$ cat config.mk
export PLATFORM = sky130hd
export DESIGN_NAME = register_writeback
export DESIGN_NICKNAME = d
export VERILOG_FILES = /design/src/rtl/register_writeback.sv
export SDC_FILE = /design/constraint.sdc
export NUM_CORES = 1
export LEC_CHECK = 0
export ABC_AREA = 1
export ABC_CLOCK_PERIOD_IN_PS = 2800
export CAP_MARGIN = 10
export CORE_ASPECT_RATIO = 1.75
export CORE_MARGIN = 2
export CORE_UTILIZATION = 40
export CTS_BUF_LIST = sky130_fd_sc_hd__clkbuf_8
export CTS_CLUSTER_SIZE = 25
export DETAILED_ROUTE_END_ITERATION = 8
export PLACE_DENSITY_LB_ADDON = 0.15
export SKIP_CTS_REPAIR_TIMING = 1
export SYNTH_ARGS = -nofsm -noshare
export SYNTH_HDL_FRONTEND = slang
export SYNTH_SLANG_ARGS = --single-unit
$ cat constraint.sdc
create_clock -name clock -period 2.8 [get_ports clock]
set_clock_uncertainty 0.05 [all_clocks]
set_input_delay 0.84 -clock clock [delete_from_list [all_inputs] [get_ports clock]]
set_output_delay 0.84 -clock clock [all_outputs]
set_load 0.02 [all_outputs]
$ cat src/rtl/register_writeback.sv
// Register-file writeback initiator: load/ALU requests are queued in order and drained one per granted cycle.
// Optional macro REG_WB_BYPASS_EN adds a youngest-match lookup port over the queued entries.
module register_writeback #(
  parameter int DATA_WIDTH    = 8,
  parameter int ADDRESS_WIDTH = 2,
  parameter int DEPTH         = 4
) (
  input  logic                                clock,
  input  logic                                reset,
  input  logic                                alu_valid,
  input  logic [ADDRESS_WIDTH-1:0]            alu_address,
  input  logic [DATA_WIDTH-1:0]               alu_data,
  output logic                                alu_ready,
  input  logic                                load_valid,
  input  logic [ADDRESS_WIDTH-1:0]            load_address,
  input  logic [DATA_WIDTH-1:0]               load_data,
  output logic                                load_ready,
  input  logic                                write_grant,
`ifdef REG_WB_BYPASS_EN
  input  logic [ADDRESS_WIDTH-1:0]            lookup_address,
  output logic                                lookup_hit,
  output logic [DATA_WIDTH-1:0]               lookup_data,
`endif
  output logic                                write_enable,
  output logic [ADDRESS_WIDTH-1:0]            write_address,
  output logic [DATA_WIDTH-1:0]               write_data,
  output logic [(2**ADDRESS_WIDTH)-1:0]       pending,
  output logic [$clog2(DEPTH):0]              count,
  output logic                                full,
  output logic                                empty
);

  localparam int PTR_W = $clog2(DEPTH);
  localparam int CNT_W = PTR_W + 1;

  typedef struct packed {
    logic [ADDRESS_WIDTH-1:0] addr;
    logic [DATA_WIDTH-1:0]    data;
  } entry_t;

  entry_t             mem_q [DEPTH];
  entry_t             mem_d [DEPTH];
  logic [PTR_W-1:0]   head_q, head_d;
  logic [PTR_W-1:0]   tail_q, tail_d;
  logic [CNT_W-1:0]   count_q, count_d;

  logic               push;
  logic               pop;
  entry_t             push_entry;
  entry_t             head_entry;
  logic [DEPTH-1:0]   slot_valid;
  logic [PTR_W-1:0]   slot_offset;

  assign full  = (count_q == CNT_W'(DEPTH));
  assign empty = (count_q == '0);
  assign count = count_q;

  // Readies look only at registered occupancy, so a same-cycle pop never frees a slot.
  assign load_ready = !reset && !full;
  assign alu_ready  = !reset && !full && !load_valid;

  assign push       = (load_valid && load_ready) || (alu_valid && alu_ready);
  assign push_entry = load_valid ? '{addr: load_address, data: load_data}
                                 : '{addr: alu_address,  data: alu_data};

  assign head_entry    = mem_q[head_q];
  assign write_enable  = !empty;
  assign write_address = empty ? '0 : head_entry.addr;
  assign write_data    = empty ? '0 : head_entry.data;
  assign pop           = write_enable && write_grant;

  // NOTE: every always_comb output gets a default first so no latch is inferred.
  always_comb begin
    mem_d   = mem_q;
    head_d  = head_q;
    tail_d  = tail_q;
    count_d = count_q;
    if (push) begin
      mem_d[tail_q] = push_entry;
      tail_d        = tail_q + 1'b1;
    end
    if (pop) begin
      head_d = head_q + 1'b1;
    end
    case ({push, pop})
      2'b10:   count_d = count_q + 1'b1;
      2'b01:   count_d = count_q - 1'b1;
      default: count_d = count_q;
    endcase
  end

  // A slot is live when its distance from the head is below the occupancy.
  always_comb begin
    slot_valid  = '0;
    slot_offset = '0;
    pending     = '0;
    for (int i = 0; i < DEPTH; i++) begin
      slot_offset   = PTR_W'(i) - head_q;
      slot_valid[i] = (CNT_W'(slot_offset) < count_q);
      if (slot_valid[i]) begin
        pending[mem_q[i].addr] = 1'b1;
      end
    end
  end

`ifdef REG_WB_BYPASS_EN
  // Walk oldest to youngest so the last match wins.
  always_comb begin
    lookup_hit  = 1'b0;
    lookup_data = '0;
    for (int k = 0; k < DEPTH; k++) begin
      if ((CNT_W'(k) < count_q) &&
          (mem_q[head_q + PTR_W'(k)].addr == lookup_address)) begin
        lookup_hit  = 1'b1;
        lookup_data = mem_q[head_q + PTR_W'(k)].data;
      end
    end
  end
`endif

  // NOTE: sequential state uses non-blocking assignments so all flops update together at the edge.
  always_ff @(posedge clock) begin
    if (reset) begin
      head_q  <= '0;
      tail_q  <= '0;
      count_q <= '0;
    end else begin
      head_q  <= head_d;
      tail_q  <= tail_d;
      count_q <= count_d;
    end
  end

  // NOTE: storage is left unreset; occupancy alone decides which slots are meaningful.
  always_ff @(posedge clock) begin
    for (int i = 0; i < DEPTH; i++) begin
      mem_q[i] <= mem_d[i];
    end
  end

endmodule

==> metrics list <==
* Most used DFF post-synth: edfxtp_1
- Signal routing reaches up to met4.
- Data arrives at the worst endpoint at 1.79 ns.
* Die area: 0.00706 mm²
* Pin count of the biggest net entering global routing: 16
* IR drop worst, VDD: 0.420 mV
- Maximum clock path buffer count: 2
* Layout area overhead: 30.2%
- Share of the core filled with cells: 0.537
- Wire length reported by the detailed router: 5920 µm
* Global-route usage over all layers: 0.180
- Tmin final: 2.68 ns
* Number of global-route vias before repair: 2123
- The first global-routing pass estimated 9560 µm of wire.
* Number of failing setup endpoints in the final timing report: 0
- The congestion estimate from routability-driven global placement came to 0.793.
- Across all layers, the routed design uses 2118 vias.
- The synthesized design contains 40 enable-type register cells.
* Hold slack final: 0.467 ns
- Ranking of synthesized cells by instance count: nand2_1, inv_1, edfxtp_1
- In the detailed route, the total length drawn on met3 is 209 µm.
- Critical Path RT: 1.91 ns
- For this design the top-level I/O count stands at 47.
- Number of instances in the synthesized netlist: 297
- For this block, the initial DRC count from the detailed router was 64.
* # diodes: 0
- Drt drc: 0
- In this run the tool buffered the top-level ports with 46 buffer cells.
- The tightest min-delay check is of the reg2reg type.
- Register clock-pin slew on the reported worst setup and hold paths: 0.08 ns
- Via-per-instance ratio: 4.76
* Number of warnings reported in the yosys synthesis log: 0
- The slowest stage of the critical path belongs to the cell clkdlybuf4s50_1.
* Fraction of synthesis flops using an asynchronous set or reset pin: 0
* Amount of wire on met2 after detailed routing: 3390 µm
- Final routed wire length divided by cell count: 13.3 µm
- Clock latency on the worst-skew pair: 0.29 ns
* Sinks on Clock Net: 47
* Unrepaired setup endpoints after global routing: true
- Die Span Y: 110 µm
- Post-synthesis sequential area ratio: 0.526
- The number of antenna violations at the first check in global routing is 0.
- Post-Syn Nets: 332
* Fraction of post-synthesis cell area in the top cell type by area: 0.471
- Achievable clock frequency: 0.373 GHz
- The H-tree was split into 2 levels.
* Type of the worst setup path: reg2out
- The count of nets left with antenna violations once routing finished came out at 0.
- The mapped netlist covers 0.00255 mm².
- Met1 Wirelength: 2150 µm
* Cell with the most instances after synthesis: nand2_1
- Clock Root Buffer: clkbuf_8
* Total congestion overflow after global routing: 0
- In this run the static leakage power is 0.00165 µW.
* Width of the chip: 64.4 µm
- At the pin with the least slew margin, the transition time is 0.250 ns.
- Across all setup checks in the final design, the least slack found is 0.118 ns.
* Number of iterations in the first detailed-routing pass: 4
- Clock tree from TritonCTS: built
* Clock buffers created by TritonCTS: 5
- Post-detail-place hpwl: 4570 µm
- Sequence of cells on the critical path: buf_4 -> nor2_2 -> nand2_4 -> inv_1 -> clkdlybuf4s50_1
- CP max stage delay: 0.61 ns
* Worst setup slack before clock tree synthesis: -0.169 ns
- Summing all placed instances gives a cell area of 0.00321 mm².
- After routing the design area is 0.00332 mm².
- In this run the core area contains 38 standard-cell rows.
- Endpoints failing hold: 0
* Total power per unit cell area: 898 mW/mm²
* Post-synthesis register bit count: 47
- Cell accounting for the most synthesized area: edfxtp_1
- Mean post-synth cell area: 8.59 µm²
- After synthesis, the netlist uses 23 different library cells.
- Headroom to the max-slew limit came out at 0.833.
- After layout, the design draws a total of 2980 µW.
* Final Net Count: 399
- Max-capacitance violation count: 0
- Largest driver fanout on the critical path: 12
* Share of cells above drive strength 1: 0.132
* Core box area: 0.00618 mm²
* Kind of launch point of the worst setup path: flip-flop
* Final slew viol count: 0
- Top cells by area in the synthesized netlist: edfxtp_1, nand2_1, nand3_1, inv_1, dfxtp_1
- The initial utilization of the core area, before any placement, comes to 0.413.
- STA classifies the critical path endpoint as an output pin.
* Fin crit share: 0.958
- Outcome: complete, no violations
[cell usage in the layout, fill, tap and decap left out, types with 8 or more instances in the layout]
cell / count
ha_1: 9
buf_4: 21
nand3_1: 36
clkdlybuf4s50_1: 30
edfxtp_1: 40
and2_1: 8
nand4_1: 9
inv_1: 41
nor2_1: 31
nand2_1: 84
dlymetal6s2s_1: 12
[power breakdown]
group	switching, µW	internal [µW]	total (µW)	leakage, µW
Clock	221	176	397	0.0000483
Sequential	65.0	854	919	0.000426
Combinational	1010	656	1670	0.00118
Total	1300	1690	2980	0.00165
[registers in the layout, summed over array words and instances (netlist names)]
register,flops
count,3
head_q,2
mem_q,40
tail_q,2
[final cells by class]
class                   instances  area (µm²)
inverters                      46         173
repair buffers                 67         628
clock inverters                 3        18.8
multi-input cells             197         988
clock buffers                   5        68.8
fillers                       614        2860
flip-flops and latches         47        1340
well taps                      80         100
[cell families (layout without fill, tap and decap cells)]
logic type / after synthesis / in the layout / synth area share
AO/OA/AOI/OAI: 9 / 9 / 0.0186
flip-flops: 47 / 47 / 0.526
buffers and inverters: 53 / 121 / 0.0927
AND/OR/NAND/NOR: 178 / 178 / 0.311
adder cells (fa/ha/maj): 10 / 10 / 0.0520
[worst max-delay path, delay by kind of cell (launching register included)]
family,cells,cell delay (ns)
buffers and inverters,3,0.87
flip-flops,1,0.32
AND/OR/NAND/NOR,2,0.31
[routing by layer]
layer,vias to the layer above,track usage
li1,1093,-
met1,965,0.170
met2,49,0.368
met3,11,0.0297
met4,0,0.0790
met5,-,0
[metrics by stage]
| step | cells | TNS [ns] |
|---|---|---|
| floorplan | 297 | 0 |
| global placement | 437 | -0.498 |
| detailed placement | 437 | -0.647 |
| CTS | 445 | -3.22 |
| global route | 445 | -0.0765 |
| finish | 445 | 0 |
[path summary, 6_finish.rpt]
check / start / end / slack [ns] / cells past startpoint
worst max register to register: count[2] / count[2] / 0.73 / 13
worst max-delay path: count[1] / empty / 0.12 / 5
worst min-delay path: tail_q[1] / tail_q[1] / 0.47 / 2
worst min register to register: tail_q[1] / tail_q[1] / 0.47 / 2
(Power assumes the default switching activity.)
